`config.mk`:
```
export PLATFORM = sky130hd
export DESIGN_NAME = inv_mix_col_unit
export DESIGN_NICKNAME = d
export VERILOG_FILES = /design/src/rtl/inv_mix_col_unit.sv
export SDC_FILE = /design/constraint.sdc
export NUM_CORES = 1
export LEC_CHECK = 0
export CORE_UTILIZATION = 33
export CTS_BUF_LIST = sky130_fd_sc_hd__clkbuf_2
export CTS_CLUSTER_DIAMETER = 100
export DETAILED_ROUTE_END_ITERATION = 10
export MAX_ROUTING_LAYER = met4
export PLACE_DENSITY = 0.64
export SKIP_LAST_GASP = 1
export SLEW_MARGIN = 20
export SYNTH_ARGS = -nofsm -noshare
export SYNTH_HDL_FRONTEND = slang
export SYNTH_SLANG_ARGS = --single-unit
```
`constraint.sdc`:
```
create_clock -name clk -period 4.9 [get_ports clk]
set_input_delay 1.47 -clock clk [delete_from_list [all_inputs] [get_ports clk]]
set_output_delay 1.47 -clock clk [all_outputs]
set_load 0.1 [all_outputs]
```
`src/rtl/inv_mix_col_unit.sv`:
```
// Iterative AES InvMixColumns engine: one 128-bit state in flight, COLS_PER_CYCLE
// columns transformed per clock, valid/ready on both sides.
module inv_mix_col_unit #(
   parameter int COLS_PER_CYCLE = 1
) (
   input  logic         clk,
   input  logic         rst,
   input  logic         in_valid,
   output logic         in_ready,
   input  logic [127:0] in_data,
   output logic         out_valid,
   input  logic         out_ready,
   output logic [127:0] out_data,
   output logic         busy
);

   localparam int C     = COLS_PER_CYCLE;
   localparam int N     = (C > 0) ? 4 / C : 1;
   localparam int CNT_W = (N > 1) ? $clog2(N) : 1;
   localparam logic [CNT_W-1:0] CNT_LAST = CNT_W'(N - 1);

   generate
      if (!(C == 1 || C == 2 || C == 4)) begin : g_bad_cols
         $error("inv_mix_col_unit: COLS_PER_CYCLE must be 1, 2 or 4");
      end
   endgenerate

   typedef enum logic [1:0] {S_IDLE, S_BUSY, S_DONE} state_t;

   state_t             state_reg;
   logic [CNT_W-1:0]   cnt_reg;
   logic [127:0]       data_reg;
   logic [127:0]       data_next;
   logic [31:0]        cols      [4];
   logic [31:0]        col_in    [C];
   logic [31:0]        col_out   [C];

   function automatic logic [7:0] xt(input logic [7:0] b);
      return {b[6:0], 1'b0} ^ (b[7] ? 8'h1b : 8'h00);
   endfunction

   // Multiples 9, b, d, e are built from the x2/x4/x8 chain of each byte.
   function automatic logic [31:0] inv_col(input logic [31:0] s);
      logic [7:0] b  [4];
      logic [7:0] m9 [4];
      logic [7:0] mb [4];
      logic [7:0] md [4];
      logic [7:0] me [4];
      logic [7:0] x2, x4, x8;
      for (int i = 0; i < 4; i++) begin
         b[i]  = s[31-8*i -: 8];
         x2    = xt(b[i]);
         x4    = xt(x2);
         x8    = xt(x4);
         m9[i] = x8 ^ b[i];
         mb[i] = x8 ^ x2 ^ b[i];
         md[i] = x8 ^ x4 ^ b[i];
         me[i] = x8 ^ x4 ^ x2;
      end
      return {me[0] ^ mb[1] ^ md[2] ^ m9[3],
              m9[0] ^ me[1] ^ mb[2] ^ md[3],
              md[0] ^ m9[1] ^ me[2] ^ mb[3],
              mb[0] ^ md[1] ^ m9[2] ^ me[3]};
   endfunction

   generate
      for (genvar gi = 0; gi < 4; gi++) begin : g_cols
         assign cols[gi] = data_reg[127-32*gi -: 32];
      end

      // Lane gi of the current group works on column cnt*C + gi.
      for (genvar gi = 0; gi < C; gi++) begin : g_lane
         logic [1:0] idx;
         assign idx         = 2'(int'(cnt_reg) * C + gi);
         assign col_in[gi]  = cols[idx];
         assign col_out[gi] = inv_col(col_in[gi]);
      end

      for (genvar gi = 0; gi < 4; gi++) begin : g_wb
         logic hit;
         assign hit = (cnt_reg == CNT_W'(gi / C));
         assign data_next[127-32*gi -: 32] = hit ? col_out[gi % C] : cols[gi];
      end
   endgenerate

   always_ff @(posedge clk) begin
      if (rst) begin
         state_reg <= S_IDLE;
         cnt_reg   <= '0;
         data_reg  <= '0;
      end else begin
         case (state_reg)
            S_IDLE: begin
               if (in_valid) begin
                  data_reg  <= in_data;
                  cnt_reg   <= '0;
                  state_reg <= S_BUSY;
               end
            end
            S_BUSY: begin
               data_reg <= data_next;
               if (cnt_reg == CNT_LAST) begin
                  state_reg <= S_DONE;
               end else begin
                  cnt_reg <= cnt_reg + 1'b1;
               end
            end
            S_DONE: begin
               if (out_ready) begin
                  state_reg <= S_IDLE;
               end
            end
            default: state_reg <= S_IDLE;
         endcase
      end
   end

   assign in_ready  = (state_reg == S_IDLE) && !rst;
   assign out_valid = (state_reg == S_DONE);
   assign busy      = (state_reg != S_IDLE);
   assign out_data  = data_reg;

endmodule
```
Word level (Yosys, flattened, before mapping)

Cells that the tools add are included.

Register bits after elaboration: 132
Input port bits: 132
Output and inout bits: 131

$add $sub $neg: 1
Bitwise operators: 49
$lt $le $gt $ge: 1
Eq/ne operators: 12
Muxes and demuxes: 28
Reduce and logical (&&, ||, !) cells: 12

Operators with widths:

| operator                                      | count |
|---|---|
| XOR 8 bit                                     | 36 |
| one-hot mux 128 bit (2 select lines)          | 1 |
| two-way mux 32 bit                            | 6 |
| two-way mux 128 bit                           | 1 |
| XOR 8 x 5 -> 8 bit                            | 12 |
| binary-select mux 32 bit (select 2 bit)       | 1 |
| two-way mux 5 bit                             | 12 |
| AND reduction 3 bit                           | 6 |
| != test 2 bit, second input constant          | 6 |
| two-way mux 2 bit                             | 5 |
| == test 2 bit, second input constant          | 3 |
| one-hot mux 2 bit (3 select lines)            | 1 |
| == test 2 x 1 -> 1 bit, second input constant | 2 |
| logical NOT 2 bit                             | 2 |
| one-hot mux 2 bit (2 select lines)            | 1 |
| nonzero test 2 bit                            | 2 |
| >= comparator 3 bit, second input constant    | 1 |
| inverter 2 -> 3 bit                           | 1 |
| adder 2 x 1 -> 2 bit, second input constant   | 1 |
| != test 2 x 1 -> 1 bit, second input constant | 1 |
| logical AND 1 bit                             | 1 |
| logical NOT 1 bit                             | 1 |

Logic depth before layout (Yosys ltp)

Gate-level depths: netlist of the first run.

Depth in word-level cells: 17
Depth in mapped cells: 11
Mapped depth without buffers: 7

Worst setup path after synthesis of the first run

Ideal clock, no wire load.

Path type: input -> output
Start point: in rst
End point: out in_ready
Slack: -0.616 ns
Required time: 3.430 ns
Path buffers: 3
Arrival time: 4.046 ns
Stages on the path: 4
Cell sequence: clkbuf_1 > clkbuf_1 > clkbuf_1 > nor3_1

Cells in the longest elaborated chain, start to end: 2

RTL lines:

| item               | RTL line | text |
|---|---|---|
| start: declaration | 7        | `input logic rst,` |
| logical NOT 1 bit  | 118      | `assign in_ready = (state_reg == S_IDLE) && !rst;` |
| logical AND 1 bit  | 118      |  |
| end: declaration   | 9        | `output logic in_ready,` |

No other way between the ends.

Final worst setup path of the first run

Start point: reg state_reg[1]
End point: out out_valid

Cells in the longest elaborated chain, start to end: 1

RTL lines:

| item                     | RTL line | text |
|---|---|---|
| start: declaration       | 30       | `state_t state_reg;` |
| start signal: assignment | 88       | `state_reg <= S_IDLE;` |
| start signal: assignment | 97       | `state_reg <= S_BUSY;` |
| start signal: assignment | 103      | `state_reg <= S_DONE;` |
| == test 2 bit            | 119      | `assign out_valid = (state_reg == S_DONE);` |
| end: declaration         | 11       | `output logic out_valid,` |

No other way between the ends.

==> results_dict.tcl, run 1 <==
set metrics [dict create \
    outcome "finished clean" \
    synth_fa_ha_area_share_pct 0.580 \
    setup_violations 0 \
    synth_cell_types 37 \
    layout.cells.non_filler 1470 \
    chipHeight_um 164 \
    yosys.area_share.simple_pct 14.0 \
    viasPerCell 5.28 \
    cp_max_fo 13 \
    power-per-cell-area_mw_per_mm2 810 \
    grtUsageTotal_pct 24.6 \
    finalSetupTns_ns 0 \
    synth_ff_type "dfxtp_1" \
    nFillCells 2476 \
    slowest_stage "clkdlybuf4s50_1" \
    numCtsBuffers 17 \
    synthMuxAreaShare_pct 8.71 \
    synthXorXnorAreaFrac_pct 27.6 \
    postCtsSetupBuffers 0 \
    cp_data_required_time_ns 3.43 \
    post-place-ws_ns 0.829 \
    vias 7767 \
    drv_cap 0 \
    core_mm2 0.0254 \
    clk_pin_slew_ns 0.23 \
    fin_area_mm2 0.0117 \
    cts_sinks 132 \
    fin_crit_sh_pct 89.8 \
    cp_num_buf_inv 1 \
    peakVddDrop_mv 0.358 \
    ys_warn_count 0 \
    avgSynthCellArea_um2 9.47 \
    grt_overflow 0 \
    ys_top_cells_by_area "dfxtp_1 31%, xnor2_1 13%, a311oi_1 11%" \
    yosysTopAreaCellShare_pct 30.6 \
    io_buffer_count 262 \
    worst_hold_slack_ns 0.527 \
    final_nets 1258 \
    htreeDepth 4 \
    cts_resized 0 \
    endpoint_kind "output pin" \
    grt_pass1_vias 7884 \
    cp-start-kind "register" \
    finalHoldViolations 0 \
    routed_wl_mm 31.9 \
    tightest_slew_ns 1.05 \
    synth_compound_area_share_pct 13.8 \
    hpwl_mm 23.9 \
    place_area_mm2 0.0114 \
    syn_area_mm2 0.00863 \
    root_buffer "clkbuf_2" \
    fmax_mhz 227 \
    cp_data_arrival_time_ns 2.93 \
    grt_antenna_before_repair 1 \
    dp_cells 1433 \
    cts_tree "built" \
    dieArea_mm2 0.0268 \
    critical_path.top_delay_family "buffers and inverters" \
    setup_ws_ns 0.499 \
    placementRows 58 \
    cts_hold_buf 0 \
    synth-seq-cells 132 \
    clock_latency_ns 0.71 \
    first_pass_iters 5 \
    netlist_instances 912 \
    seq_area_frac_synth_pct 30.6 \
    post-route-min-period_ns 4.40 \
    syn_nets 1048 \
    grt_max_degree 87 \
    synth_top_area_cell "dfxtp_1" \
    ant_nets 0 \
    largest_reg_flops 128 \
    drc 0 \
    max-slew-margin-rel_pct 29.7 \
    drtIter0Drc 585 \
    slew_violations 0 \
    gp_congestion 0.960 \
    hp-class "reg -> reg" \
    drive_gt1_share_pct 9.07 \
    clock_path_buffers 2 \
    synth_async_sr_flop_share_pct 0 \
    rsz0062_at_grt "false" \
    grt_pass1_wl_mm 47.5 \
    synth-edff-count 0 \
    ios 263 \
    clock_skew_ns 0.0434 \
    cellLeakagePower_uw 0.00441 \
    cp_cell_sequence "nor2b_1 -> clkdlybuf4s50_1" \
    synth_top_family_by_area "XOR/XNOR gates" \
    criticalPathCategory "reg -> out" \
    crit_path_max_incr_delay_ns 1.16 \
    initial_utilization_pct 34.0 \
    syn_to_final_growth_pct 35.3 \
    routedWlPerCell_um 21.7 \
    die_w_um 164 \
]
-- report_power, final --
group | internal, uW | total [uW] | switching, uW | leakage [uW]
clock | 231 | 685 | 454 | 0.000135
combinational | 2970 | 7280 | 4310 | 0.00317
sequential | 1290 | 1490 | 205 | 0.00110
total | 4490 | 9460 | 4970 | 0.00441
-- worst paths after layout --
| kind | startpoint | end | slack, ns | cells past startpoint |
|---|---|---|---|---|
| min reg2reg | out_data[119]$_SDFFE_PP0P_ | out_data[119]$_SDFFE_PP0P_ | 0.53 | 2 |
| max reg2reg | cnt_reg[0]$_SDFFE_PP0P_ | out_data[123]$_SDFFE_PP0P_ | 0.90 | 8 |
| max | state_reg[1]$_SDFFE_PP0P_ | out_valid | 0.50 | 2 |
| min | out_data[119]$_SDFFE_PP0P_ | out_data[119]$_SDFFE_PP0P_ | 0.53 | 2 |
-- synthesized netlist by cell type, types with 4 or more instances --
cell and number:
xnor2_4 4, nor2_1 140, xnor2_2 5, clkbuf_1 58
a311oi_1 112, xor3_1 4, a21oi_1 13, mux4_2 32
o22ai_1 8, xnor2_1 127, buf_4 5, ha_1 4
buf_2 14, dfxtp_1 132, buf_6 5, a211oi_1 9
nand2_1 158, xnor3_1 30, xor2_1 21
-- cell families (layout without fill, tap and decap cells) --
logic type | Yosys count | count (layout)
buf+inv | 86 | 309
simple gates | 312 | 312
other cells | 0 | 5
flops | 132 | 132
mux | 35 | 35
compound gates | 146 | 146
fa+ha+maj | 4 | 4
xor+xnor | 197 | 197
-- worst min-delay path, stage by stage (launching register included) --
cell,delay (ns)
dfxtp_1,0.37
nor2_1,0.10
a311oi_1,0.05
-- layer usage --
| layer | vias to the layer above | track usage (%) | wire length, um |
|---|---|---|---|
| met2 | 279 | 40.1 | 15800 |
| met5 | - | - | 0 |
| li1 | 3650 | - | - |
| met1 | 3811 | 31.0 | 13600 |
| met4 | 0 | 5.47 | 454 |
| met3 | 27 | 5.51 | 2050 |
-- cell type report --
cell class / count / area, um2 / area share [%]
antenna: 5 / 12.5 / 0.107
sequential: 132 / 2650 / 22.6
inverter: 3 / 11.3 / 0.0964
clock inverter: 14 / 136 / 1.17
multi-input combinational: 694 / 5640 / 48.3
clock buffer: 18 / 90.1 / 0.771
timing repair buffer: 274 / 2730 / 23.4
tap: 330 / 413 / 3.53
-- layout by cell type (no fill, tap or decap), types with 4 or more instances in the layout --
cell type        instances
clkdlybuf4s50_1        260
clkinv_2                 4
a21oi_1                  9
buf_4                   12
diode_2                  5
xnor2_1                127
nor2_1                 140
ha_1                     4
nand2_1                158
xnor3_1                 30
xor3_1                   4
a211oi_1                 9
xnor2_2                  5
mux4_2                  32
xnor2_4                  4
clkbuf_2                18
a311oi_1               112
a21oi_4                  4
o22ai_1                  8
dfxtp_1                130
xor2_1                  21
-- per-stage QoR --
stage	util [%]	power, uW
after floorplan	-	7150
after global placement	45.1	8770
after detailed placement	45.1	8750
after CTS	46.0	9470
after global routing	46.0	9890
final	46.0	9460
No activity file was read; power rests on OpenSTA's default activity.
==> run 2, diff against run 1 <==
--- a/config.mk
+++ b/config.mk
@@ -5,12 +5,13 @@
 export SDC_FILE = /design/constraint.sdc
 export NUM_CORES = 1
 export LEC_CHECK = 0
+export CORE_MARGIN = 4
 export CORE_UTILIZATION = 33
 export CTS_BUF_LIST = sky130_fd_sc_hd__clkbuf_2
 export CTS_CLUSTER_DIAMETER = 100
 export DETAILED_ROUTE_END_ITERATION = 10
 export MAX_ROUTING_LAYER = met4
-export PLACE_DENSITY = 0.64
+export PLACE_DENSITY = 0.65
 export SKIP_LAST_GASP = 1
 export SLEW_MARGIN = 20
 export SYNTH_ARGS = -nofsm -noshare
==> results_dict.tcl, run 2 (same netlist as run 1, synthesis figures left out) <==
set metrics [dict create \
    first_pass_iters 5 \
    routed_wl_mm 32.4 \
    finalHoldViolations 0 \
    cp-endpoint "out_valid" \
    peakVddDrop_mv 0.345 \
    clock_path_buffers 2 \
    setup_violations 0 \
    cp-start-kind "register" \
    final_common_cell "clkdlybuf4s50_1" \
    final_nets 1258 \
    grt_antenna_before_repair 1 \
    post-route-min-period_ns 4.34 \
    setup_ws_ns 0.561 \
    grtUsageTotal_pct 22.6 \
    cp_data_arrival_time_ns 2.87 \
    endpoint_kind "output pin" \
    io_buffer_count 262 \
    gp_congestion 0.993 \
    die_w_um 170 \
    clock_skew_ns 0.0475 \
    drc 0 \
    vias 7698 \
    routedWlPerCell_um 22.1 \
    numCtsBuffers 17 \
    drtIter0Drc 472 \
    fin_crit_sh_pct 88.6 \
    syn_to_final_growth_pct 36.1 \
    criticalPathCategory "reg -> out" \
    reg2reg_to "out_data[91]$_SDFFE_PP0P_" \
    hp-class "reg -> reg" \
    cp_data_required_time_ns 3.43 \
    hpwl_mm 25.0 \
    root_buffer "clkbuf_2" \
    cts_sinks 132 \
    cts_hold_buf 0 \
    largest_reg_flops 128 \
    cts_resized 0 \
    ant_nets 0 \
    fmax_mhz 230 \
    outcome "finished clean" \
    grt_overflow 0 \
    chipHeight_um 170 \
    cts_tree "built" \
    ff2ff_path_depth 8 \
    ios 263 \
    grt_max_degree 78 \
    initial_utilization_pct 33.9 \
    grt_pass1_vias 7821 \
    dieArea_mm2 0.0288 \
    clock_latency_ns 0.71 \
    power-per-cell-area_mw_per_mm2 816 \
    cp_max_fo 13 \
    cellLeakagePower_uw 0.00444 \
    postCtsSetupBuffers 0 \
    placementRows 58 \
    max-slew-margin-rel_pct 28.3 \
    drv_cap 0 \
    finalSetupTns_ns 0 \
    grt_pass1_wl_mm 48.4 \
    htreeDepth 4 \
    drive_gt1_share_pct 9.08 \
    rsz0062_at_grt "false" \
    slew_violations 0 \
    viasPerCell 5.25 \
    worstReg2RegStart "cnt_reg[0]$_SDFFE_PP0P_" \
    final_cell_mix "260 x clkdlybuf4s50_1, 158 x nand2_1, 140 x nor2_1, 130 x dfxtp_1, 127 x xnor2_1" \
    tightest_slew_ns 1.07 \
    clk_pin_slew_ns 0.20 \
    critPathLaunch "state_reg[1]$_SDFFE_PP0P_" \
    post-place-ws_ns 0.949 \
    core_mm2 0.0255 \
    rrSetupSlack_ns 0.86 \
]
[run 2: changes by cell type in the layout (fill, tap and decap cells not counted), sizes merged]
| cell | previous run | this run |
|---|---|---|
| clkinvlp | 3 | 2 |
| clkinv | 8 | 6 |
| bufinv | 2 | 4 |
| diode | 5 | 1 |
[run 2: worst min-delay path by stage]
stage	start	end	slack (ns)	cells past startpoint
3_3_place_gp	out_data[39]$_SDFFE_PP0P_	out_data[39]$_SDFFE_PP0P_	0.49	2
6_report	out_data[103]$_SDFFE_PP0P_	out_data[103]$_SDFFE_PP0P_	0.53	2
2_1_floorplan	state_reg[0]$_SDFFE_PP0P_	state_reg[1]$_SDFFE_PP0P_	0.60	4
3_5_place_dp	out_data[103]$_SDFFE_PP0P_	out_data[103]$_SDFFE_PP0P_	0.51	2
4_1_cts	out_data[103]$_SDFFE_PP0P_	out_data[103]$_SDFFE_PP0P_	0.53	2
5_1_grt	out_data[63]$_SDFFE_PP0P_	out_data[63]$_SDFFE_PP0P_	0.55	2
[run 2: cell type report]
cell class / instances / area (um2)
Antenna cell: 1 / 2.50
Clock buffer: 18 / 90.1
Clock inverter: 13 / 184
Fill cell: 2392 / 13700
Inverter: 3 / 11.3
Multi-Input combinational cell: 694 / 5640
Sequential cell: 132 / 2650
Tap cell: 330 / 413
Timing Repair Buffer: 274 / 2760
[run 2: report_power, final]
group          switching (uW)  internal (uW)
combinational            4350           2980
sequential                203           1290
clock                     432            335
total                    4980           4600
[run 2: metrics by stage]
step,util (%),hold WS (ns),power (uW),area [um2],std cells
6_report,46.1,0.526,9580,11700,1465
5_1_grt,46.1,0.546,10000,11700,1465
4_1_cts,46.1,0.528,9570,11700,1464
3_5_place_dp,45.0,0.505,8780,11500,1433
3_3_place_gp,45.0,0.494,8800,11500,1433
2_1_floorplan,-,0.602,7150,8640,912
[run 2: metal layers]
metal	global-route usage [%]	part of all wire, %
met2	36.6	49
met4	6.97	2.9
met5	-	0
met1	28.3	41
met3	4.91	6.8
[run 2: worst max-delay path, stage by stage, from the launching register on]
cell and delay (ns):
dfxtp_1 0.79, nor2b_1 0.24, clkdlybuf4s50_1 1.16
